File: src/rtl/alarm_ring.sv
// ---------------------------------------------------------------------------
// alarm_ring
// Alarm trigger and ring controller. Compares the running BCD time (hh:mm)
// against the stored alarm time. On a fresh match it rings the buzzer for a
// bounded number of seconds. A key press can stop the alarm or snooze it.
//
// Ports
//   clk          in   system clock, all state on rising edge
//   rst_n        in   asynchronous active-low reset
//   tick_1hz     in   one-clk pulse once per second
//   alarm_en     in   alarm armed (level)
//   cur_hour1/2  in   current hour digits, BCD
//   cur_min1/2   in   current minute digits, BCD
//   alm_hour1/2  in   alarm hour digits, BCD
//   alm_min1/2   in   alarm minute digits, BCD
//   stop         in   one-clk pulse: silence and disarm this event
//   snooze       in   one-clk pulse: pause ringing for SNOOZE_MIN minutes
//   ringing      out  high while ringing
//   snoozing     out  high while snoozing
//   buzz         out  square-wave tone while ringing, else 0
// ---------------------------------------------------------------------------
module alarm_ring #(
  parameter int RING_SECS  = 60,
  parameter int SNOOZE_MIN = 5,
  parameter int TONE_DIV   = 25000
) (
  input  logic       clk,
  input  logic       rst_n,
  input  logic       tick_1hz,
  input  logic       alarm_en,
  input  logic [3:0] cur_hour1,
  input  logic [3:0] cur_hour2,
  input  logic [3:0] cur_min1,
  input  logic [3:0] cur_min2,
  input  logic [3:0] alm_hour1,
  input  logic [3:0] alm_hour2,
  input  logic [3:0] alm_min1,
  input  logic [3:0] alm_min2,
  input  logic       stop,
  input  logic       snooze,
  output logic       ringing,
  output logic       snoozing,
  output logic       buzz
);

  localparam int SNZ_TICKS = SNOOZE_MIN * 60;
  localparam int RW        = $clog2(RING_SECS + 1);
  localparam int SW        = $clog2(SNZ_TICKS + 1);
  localparam int TW        = $clog2(TONE_DIV + 1);

  typedef enum logic [1:0] {
    IDLE   = 2'd0,
    RING   = 2'd1,
    SNOOZE = 2'd2
  } state_t;

  state_t          state_r;
  logic [RW-1:0]   ring_cnt_r;
  logic [SW-1:0]   snz_cnt_r;
  logic [TW-1:0]   tone_cnt_r;
  logic            buzz_r;
  logic            match_r;
  logic            match_s;
  logic            trigger_s;

  // Raw 4-bit digit compare; no BCD validity check is intended.
  assign match_s   = ({cur_hour1, cur_hour2, cur_min1, cur_min2} ==
                      {alm_hour1, alm_hour2, alm_min1, alm_min2});
  // Only a rising edge of match fires, so one trigger per matching minute.
  assign trigger_s = match_s & ~match_r & alarm_en;

  assign ringing  = (state_r == RING);
  assign snoozing = (state_r == SNOOZE);
  assign buzz     = buzz_r;

  // Ring/snooze state machine with its second, snooze and tone counters.
  always_ff @(posedge clk or negedge rst_n) begin
    if (!rst_n) begin
      state_r    <= IDLE;
      ring_cnt_r <= '0;
      snz_cnt_r  <= '0;
      tone_cnt_r <= '0;
      buzz_r     <= 1'b0;
      // Starts high so 00:00 == 00:00 out of reset is not a new match.
      match_r    <= 1'b1;
    end else begin
      match_r <= match_s;
      if (!alarm_en) begin
        state_r    <= IDLE;
        ring_cnt_r <= '0;
        snz_cnt_r  <= '0;
        tone_cnt_r <= '0;
        buzz_r     <= 1'b0;
      end else begin
        case (state_r)
          IDLE: begin
            if (trigger_s) begin
              state_r    <= RING;
              ring_cnt_r <= '0;
              tone_cnt_r <= '0;
              buzz_r     <= 1'b0;
            end
          end
          RING: begin
            if (stop) begin
              state_r    <= IDLE;
              ring_cnt_r <= '0;
              tone_cnt_r <= '0;
              buzz_r     <= 1'b0;
            end else if (snooze) begin
              state_r    <= SNOOZE;
              snz_cnt_r  <= SW'(SNZ_TICKS);
              ring_cnt_r <= '0;
              tone_cnt_r <= '0;
              buzz_r     <= 1'b0;
            end else if (tick_1hz && (ring_cnt_r == RW'(RING_SECS - 1))) begin
              // Last second of ringing elapsed: auto-off.
              state_r    <= IDLE;
              ring_cnt_r <= '0;
              tone_cnt_r <= '0;
              buzz_r     <= 1'b0;
            end else begin
              if (tick_1hz) begin
                ring_cnt_r <= ring_cnt_r + RW'(1);
              end
              // Half-period divider: toggle and wrap on the last count.
              if (tone_cnt_r == TW'(TONE_DIV - 1)) begin
                tone_cnt_r <= '0;
                buzz_r     <= ~buzz_r;
              end else begin
                tone_cnt_r <= tone_cnt_r + TW'(1);
              end
            end
          end
          SNOOZE: begin
            if (stop) begin
              state_r   <= IDLE;
              snz_cnt_r <= '0;
            end else if (tick_1hz) begin
              if (snz_cnt_r == SW'(1)) begin
                state_r    <= RING;
                snz_cnt_r  <= '0;
                ring_cnt_r <= '0;
                tone_cnt_r <= '0;
                buzz_r     <= 1'b0;
              end else begin
                snz_cnt_r <= snz_cnt_r - SW'(1);
              end
            end
          end
          default: begin
            state_r    <= IDLE;
            ring_cnt_r <= '0;
            snz_cnt_r  <= '0;
            tone_cnt_r <= '0;
            buzz_r     <= 1'b0;
          end
        endcase
      end
    end
  end

endmodule

File: config.mk
export PLATFORM = sky130hd
export DESIGN_NAME = alarm_ring
export DESIGN_NICKNAME = d
export VERILOG_FILES = /design/src/rtl/alarm_ring.sv
export SDC_FILE = /design/constraint.sdc
export NUM_CORES = 1
export LEC_CHECK = 0
export ABC_AREA = 1
export CAP_MARGIN = 30
export CORE_ASPECT_RATIO = 1.4
export CORE_MARGIN = 5
export CORE_UTILIZATION = 59
export CTS_CLUSTER_SIZE = 30
export DETAILED_ROUTE_END_ITERATION = 16
export GPL_TIMING_DRIVEN = 0
export PLACE_DENSITY = 0.95
export SYNTH_ARGS = -nofsm -noshare
export SYNTH_HDL_FRONTEND = slang
export SYNTH_SLANG_ARGS = --single-unit
File: constraint.sdc
create_clock -name clk -period 4.1 [get_ports clk]
set_input_delay 0.41 -clock clk [delete_from_list [all_inputs] [get_ports clk]]
set_output_delay 0.41 -clock clk [all_outputs]
set_load 0.02 [all_outputs]
======== Word-level counts from Yosys, hierarchy flattened ========
Cells that the tools add are included.
storage, ports and cells
  latch bits .............................. 0
  input port bits ......................... 38
  word-level logic and storage cells ...... 84
  register bits after elaboration ......... 34
  memory bits (writable) .................. 0
  memories kept ........................... 0
  bits in read-only memories .............. 0
cells by class
  eq/ne operators ......................... 18
  reduce and logical (&&, ||, !) cells .... 7
  add/sub/neg operators ................... 3
  bitwise logic cells ..................... 4
  multiplexer cells ....................... 46
  order comparisons ....................... 0
  divide/modulo/power cells ............... 0
  shift operators ......................... 0
  $mul .................................... 0
operators with widths
  operator                                           count
  2-to-1 mux 15 bit                                  9
  2-to-1 mux 6 bit                                   9
  2-to-1 mux 9 bit                                   6
  case mux 15 bit (3 select lines)                   1
  case mux 9 bit (3 select lines)                    1
  case mux 6 bit (3 select lines)                    1
  == test 16 bit                                     1
  2-to-1 mux 2 bit                                   8
  adder 15 x 1 -> 15 bit (second input constant)     1
  == test 15 bit (second input constant)             1
  != test 3 bit (second input constant)              5
  AND reduction 4 bit                                3
  AND reduction 5 bit                                2
  == test 9 x 1 -> 1 bit (second input constant)     1
  2-to-1 mux 1 bit                                   9
  subtractor 9 x 1 -> 9 bit (second input constant)  1
  adder 6 x 1 -> 6 bit (second input constant)       1
  == test 6 bit (second input constant)              1
  != test 6 x 4 -> 1 bit (second input constant)     1
  != test 6 x 5 -> 1 bit (second input constant)     1
  case mux 2 bit (3 select lines)                    1
  != test 5 x 4 -> 1 bit (second input constant)     1
  != test 4 x 3 -> 1 bit (second input constant)     1
  != test 4 bit (second input constant)              1
  other kinds (9)                                    11

======== Logic depth before layout (Yosys ltp) ========
Gate-level depths: netlist of the first run.
  depth after elaboration ................. 7
  depth in mapped cells ................... 13

======== Worst setup path before layout of the first run ========
No wires, ideal clock.
  path kind ............................... reg-to-reg
  start ................................... reg state_r[1]
  end ..................................... reg ring_cnt_r[4]
  data arrival time ....................... 1.720 ns
  stages on the path, launching flop included .. 9
  buffers on the path ..................... 1
  path slack .............................. 2.261 ns
  clock period less this slack ............ 1.839 ns
  cell sequence ........................... dfrtp_1 > inv_1 > ha_1 > inv_1 > nor4_2 > nor2_4 > buf_6 > nand2_1 > o21ai_2
on the way
  longest elaborated chain between the ends .. 3
  elaborated cells on any way between the ends .. 11
  those cells by class .................... eq/ne: 7; mux: 2; reduce/logical: 2
RTL lines
  item                                                                                        RTL line  source
  from (decl)                                                                                 57        state_t state_r;
  from (signal assigned)                                                                      79        state_r <= IDLE;
  from (signal assigned)                                                                      89        state_r <= IDLE;
  from (signal assigned)                                                                      98        state_r <= RING;
  == test 2 x 1 -> 1 bit (*)                                                                  -
  named net ringing                                                                           41        output logic ringing,
  != test 6 x 5 -> 1 bit (no source line) or case mux 6 bit (3 select lines) (tied branches)  -
  AND reduction 5 bit (no source line) or 2-to-1 mux 6 bit (tied branches)                    -
  to (signal assigned)                                                                        124       ring_cnt_r <= ring_cnt_r + RW'(1);
  to (decl)                                                                                   58        logic [RW-1:0] ring_cnt_r;
The timed path passes the listed nets; every way through them passes the cells marked *.
A chain may end at the register's enable or synchronous reset.

======== Worst setup path in the final report of the first run ========
  start ................................... reg state_r[1]
  end ..................................... out ringing
on the way
  longest elaborated chain between the ends .. 1
RTL lines
  item                    RTL line  source
  == test 2 x 1 -> 1 bit  72        assign ringing = (state_r == RING);
  to (decl)               41
Every way passes these cells.

==> impl_metrics.ini, run 1 <==
[worst_setup_path]
max_stage_delay_ps = 680
critPathKind = flop to primary output
crit_start = state_r[1]$_DFFE_PN0P_
cp_top_family = buffers and inverters
cp.arrival_ps = 1800
worstPathRequired_ps = 3690
r2r-start = state_r[1]$_DFFE_PN0P_
cp_num_buf_inv = 2
cp_max_fo = 8
critPathSlowestCell = clkdlybuf4s50_1
cp_cell_sequence = inv_1 -> ha_1 -> clkdlybuf4s50_1
endpoint_kind = primary output
worstSetupStartpointType = flop

[floorplanning]
rows = 29
die_area_um2 = 6010
die_x_um = 67.0
start_util_pct = 60.1
core_area_um2 = 4460
die_height_um = 89.8
ios = 41

[finish]
drive_gt1_share_pct = 7.91
insertedDiodeCount = 0
nets = 513
area_growth_pct = 21.0

[clock_tree]
max-clock-path-buffers = 2
tritoncts = built
cts_setup_buffers = 0
cts-root-buf = clkbuf_8
cts_resized = 0
numClockSinks = 34
numCtsBuffers = 5
holdBufCountCts = 0
cts.clk_slew.worst_paths_ps = 70
insertion_delay_ps = 290
htree_levels = 2

[global_route]
grt_remaining_overflow = 0
gr-max-usage-layer = met2
met1_usage_pct = 25.0
antenna_found_initial = 0
grtUsageMet2_pct = 43.1
grt_pass1_vias = 2689
grt_use_met3_pct = 4.49
grt_usage_pct = 23.7
grt_pass1_wl_um = 11300
grt_start_max_net_pins = 35

[synthesis]
syn_avg_cell_area_um2 = 6.35
syn-num-nets = 468
yosysWarningCount = 0
syn_area_um2 = 2680
synth_cell_type_count = 33
ys_seq_area_share_pct = 31.8
ys_seq_elements = 34
netlist_instances = 422

[placed_design]
portBuffers = 38
post-dp-hpwl_um = 5300
place.gp.congestion = 0.944

[timing]
rsz0062_at_grt = false
setup_viol = 0
tightest_slew_ps = 769
finalHoldViolations = 0
finalClockSkew_ps = 5.80
finalSetupTns_ps = 0
slew_headroom_pct = 48.7
period_share_pct = 53.8
drv_slew = 0
min_period_ps = 2210
max_freq_ghz = 0.453

[pwr]
cellLeakagePower_nw = 1.59
ir_drop_v = 0.000232
total_power_mw = 1.08
powerDensity_nw_per_um2 = 332

[drt]
routed_wire_length_per_instance_um = 12.8
viasPerCell = 5.43
wl_um = 6790
ant_nets = 0
vias = 2878
drt_iter0_markers = 248
drtPass1Iterations = 5
drc = 0

[run_status]
outcome = finished clean

[worst_hold_path]
min_path_type = primary input to async pin

[job]
cap_violations = 0
==> layout make-up <==
type | count | area, um^2
inverters | 70 | 263
fillers | 402 | 1220
plain buffers | 6 | 41.3
clock buffers | 8 | 110
flip-flops and latches | 34 | 852
well taps | 62 | 77.6
multi-input cells | 312 | 1530
repair buffers | 38 | 375
==> flip-flops by register name, indices dropped and copies added (netlist names) <==
name / cells
snz_cnt_r: 9
buzz: 1
tone_cnt_r: 15
match_r: 1
ring_cnt_r: 6
state_r: 2
==> routing by layer <==
metal	routed length, um	part of all wire, %
met5	0	0
met4	298	4.4
met3	347	5.1
met2	3600	53
met1	2550	37
==> cells in the mapped netlist <==
| cell type | n | share of area (%) |
|---|---|---|
| a21boi_1 | 1 | 0.28 |
| a21oi_1 | 10 | 1.9 |
| buf_2 | 3 | 0.56 |
| buf_6 | 2 | 0.84 |
| clkbuf_1 | 1 | 0.14 |
| dfrtp_1 | 33 | 31 |
| dfstp_2 | 1 | 0.98 |
| ha_1 | 8 | 3.7 |
| inv_1 | 63 | 8.8 |
| inv_2 | 7 | 0.98 |
| nand2_1 | 117 | 16 |
| nand2_2 | 4 | 0.93 |
| nand2_4 | 1 | 0.42 |
| nand3_1 | 40 | 7.5 |
| nand4_1 | 12 | 2.8 |
| nor2_1 | 60 | 8.4 |
| nor2_2 | 5 | 1.2 |
| nor2_4 | 1 | 0.42 |
| nor3_1 | 12 | 2.2 |
| nor3b_1 | 1 | 0.28 |
| nor4_1 | 3 | 0.70 |
| nor4_2 | 1 | 0.47 |
| o2111ai_1 | 1 | 0.33 |
| o211a_1 | 1 | 0.37 |
| o211ai_1 | 2 | 0.56 |
| o21ai_0 | 10 | 1.9 |
| o21ai_1 | 5 | 0.93 |
| o21ai_2 | 3 | 0.98 |
| o21bai_1 | 2 | 0.56 |
| o221ai_1 | 2 | 0.65 |
| o22ai_1 | 2 | 0.47 |
| xnor2_1 | 1 | 0.33 |
| xor2_1 | 7 | 2.3 |
==> cell families after synthesis <==
logic type	Yosys count	share of synthesized area, %
flops	34	31.8
compound gates	39	8.87
buf+inv	76	11.3
simple gates	257	41.7
xor+xnor	8	2.61
fa+ha+maj	8	3.73
==> where the power goes <==
group / internal (mW) / switching (mW)
clock network: 0.170 / 0.124
registers: 0.359 / 0.0217
logic: 0.146 / 0.256
total: 0.675 / 0.402
==> placed cells by master, fill, tap and decap left out, types with 7 or more instances in the layout <==
cell type,instances
nand2_1,117
ha_1,8
clkbuf_8,8
a21oi_1,10
o21ai_0,10
clkdlybuf4s50_1,37
xor2_1,7
nand4_1,12
inv_2,7
nor3_1,12
inv_1,63
nand3_1,40
dfrtp_1,33
nor2_1,60
==> worst paths after layout <==
kind                                         endpoint  slack, ps  depth (start not counted)
setup / recovery                              ringing       1890                          3
hold / removal              tone_cnt_r[1]$_DFFE_PN0P_        190                          1
setup reg to reg           tone_cnt_r[13]$_DFFE_PN0P_       2080                         12
hold reg to reg             tone_cnt_r[1]$_DFFE_PN0P_        530                          2
max in group asynchronous   tone_cnt_r[7]$_DFFE_PN0P_       3420                          1
min in group clk            tone_cnt_r[1]$_DFFE_PN0P_        530                          2
==> through the flow <==
stage | cell area (um^2) | util (%) | hold slack [ps] | setup WS [ps] | instances
2_1_floorplan | 2680 | - | 114 | 2260 | 422
3_3_place_gp | 3140 | 70.3 | 505 | 1910 | 522
3_5_place_dp | 3130 | 70.2 | 512 | 1890 | 522
4_1_cts | 3240 | 72.7 | 209 | 1900 | 530
5_1_grt | 3240 | 72.7 | 255 | 1780 | 530
6_report | 3240 | 72.7 | 190 | 1890 | 530
Power figures use the tool's default switching activity.
==> inputs of run 2 (changes only) <==
--- a/config.mk
+++ b/config.mk
@@ -9,11 +9,11 @@
 export CAP_MARGIN = 30
 export CORE_ASPECT_RATIO = 1.4
 export CORE_MARGIN = 5
-export CORE_UTILIZATION = 59
+export CORE_UTILIZATION = 55
 export CTS_CLUSTER_SIZE = 30
 export DETAILED_ROUTE_END_ITERATION = 16
 export GPL_TIMING_DRIVEN = 0
-export PLACE_DENSITY = 0.95
+export PLACE_DENSITY = 0.92
 export SYNTH_ARGS = -nofsm -noshare
 export SYNTH_HDL_FRONTEND = slang
 export SYNTH_SLANG_ARGS = --single-unit
==> constraint.sdc (replaced) <==
create_clock -name clk -period 2.05 [get_ports clk]
set_input_delay 0.205 -clock clk [delete_from_list [all_inputs] [get_ports clk]]
set_output_delay 0.205 -clock clk [all_outputs]
set_load 0.02 [all_outputs]
==> run 2 against run 1 <==
  * The flow now finishes with violations (negative hold slack)
  * Non-clock buffer count stayed put
  * Register-to-register slack worse by 1900 ps
  * Clock power is 81% higher
  * Die area rose by 6.3%
  * First-iteration DRC count shrank 15%
  * Critical endpoint is now snoozing
  * Largest power group unchanged
==> impl_metrics.ini, run 2 (synthesis gave the netlist of run 1 again) <==
[floorplanning]
start_util_pct = 55.8
ios = 41
die_height_um = 92.6
core_area_um2 = 4800
die_area_um2 = 6390
die_x_um = 69.0
rows = 30

[clock_tree]
numCtsBuffers = 5
numClockSinks = 34
insertion_delay_ps = 300
cts-root-buf = clkbuf_8
htree_levels = 2
tritoncts = built
holdBufCountCts = 0
max-clock-path-buffers = 2
cts.clk_slew.worst_paths_ps = 80

[timing]
setup_viol = 0
finalClockSkew_ps = 18.5
finalSetupTns_ps = 0
min_period_ps = 1910
finalHoldViolations = 17
tightest_slew_ps = 787
whs_ps = -14.2
max_freq_ghz = 0.524
rsz0062_at_grt = false
slew_headroom_pct = 47.5
period_share_pct = 93.1
drv_slew = 0

[worst_setup_path]
rrSetupSlack_ps = 170
critPathKind = flop to primary output
endpoint_kind = primary output
crit_start = state_r[0]$_DFFE_PN0P_
worstPathRequired_ps = 1850
worstReg2RegEnd = snz_cnt_r[8]$_DFFE_PN0P_
r2r_cells = 11
cp_max_fo = 3
worstSetupStartpointType = flop
crit_end = snoozing
cp.arrival_ps = 1700
r2r-start = state_r[0]$_DFFE_PN0P_

[drt]
viasPerCell = 5.36
drtPass1Iterations = 6
routed_wire_length_per_instance_um = 12.5
vias = 2854
ant_nets = 0
drt_iter0_markers = 210
drc = 0
wl_um = 6660

[finish]
final_common_cell = nand2_1
nets = 513
area_growth_pct = 21.7
largest_reg_flops = 15
regMostFlops = tone_cnt_r
final_cells = 532
final_cell_mix = 115 x nand2_1, 63 x inv_1, 59 x nor2_1
nFillCells = 433
drive_gt1_share_pct = 9.19
insertedDiodeCount = 0
top_regs = tone_cnt_r (15), snz_cnt_r (9), ring_cnt_r (6)

[pwr]
powerDensity_nw_per_um2 = 651
cellLeakagePower_nw = 1.58
ir_drop_v = 0.000368

[global_route]
grt_pass1_vias = 2924
grt_usage_pct = 21.6
grt_remaining_overflow = 0
grt_start_max_net_pins = 35
antenna_found_initial = 0
grt_pass1_wl_um = 11600

[placed_design]
place.gp.congestion = 0.911
post-dp-hpwl_um = 5210
dp_cells = 524
portBuffers = 38

[run_status]
outcome = finished, violations left
violations = negative hold slack

[job]
cap_violations = 0

[worst_hold_path]
min_path_type = primary input to async pin
run 2: repair_timing:
action,in CTS,in global routing
resized for setup,0,8
hold endpoints to repair,0,0
endpoints found under the setup margin,0,24
buffers inserted,0,0
run 2: metal layers:
layer	vias to the layer above	part of all wire [%]	GRT usage, %
met1	1295	37	19.9
met3	20	5.7	4.34
li1	1435	-	-
met5	-	0	0
met4	0	3.1	12.5
met2	104	54	42.5
run 2: through the flow:
| stage | instance area (um^2) | util, % | power [mW] | setup slack (ps) |
|---|---|---|---|---|
| final | 3260 | 67.9 | 2.13 | 142 |
| after global routing | 3260 | 67.9 | 2.25 | 0.978 |
| after CTS | 3230 | 67.3 | 2.09 | 6.79 |
| after detailed placement | 3140 | 65.3 | 1.56 | 1.00 |
| after global placement | 3140 | 65.4 | 1.53 | 60.2 |
| after floorplan | 2680 | - | 1.31 | 211 |
run 2: where the power goes:
part	internal, mW	total, mW	switching (mW)	leakage [nW]
registers	0.717	0.760	0.0435	0.468
clock network	0.270	0.531	0.261	0.0472
logic	0.313	0.834	0.520	1.07
total	1.30	2.13	0.825	1.58
run 2: worst min-delay path by stage:
stage	from	slack (ps)	to
3_5_place_dp	rst_n	330	tone_cnt_r[3]$_DFFE_PN0P_
5_1_grt	rst_n	60	tone_cnt_r[6]$_DFFE_PN0P_
2_1_floorplan	rst_n	-90	buzz$_DFFE_PN0P_
6_report	rst_n	-10	tone_cnt_r[3]$_DFFE_PN0P_
4_1_cts	rst_n	10	tone_cnt_r[6]$_DFFE_PN0P_
3_3_place_gp	tone_cnt_r[1]$_DFFE_PN0P_	500	tone_cnt_r[1]$_DFFE_PN0P_
run 2: cell type report:
| class | instances | area (um^2) | share of cell area, % |
|---|---|---|---|
| Buffer | 6 | 41.3 | 1.26 |
| Tap cell | 64 | 80.1 | 2.45 |
| Multi-Input combinational cell | 312 | 1560 | 47.7 |
| Sequential cell | 34 | 852 | 26.1 |
| Clock inverter | 2 | 12.5 | 0.383 |
| Timing Repair Buffer | 38 | 375 | 11.5 |
| Inverter | 70 | 263 | 8.05 |
| Clock buffer | 6 | 82.6 | 2.53 |
run 2: worst max-delay path, stage by stage (launching register included):
cell	delay [ps]
dfrtp_1	430
inv_1	120
ha_1	220
clkdlybuf4s50_1	630
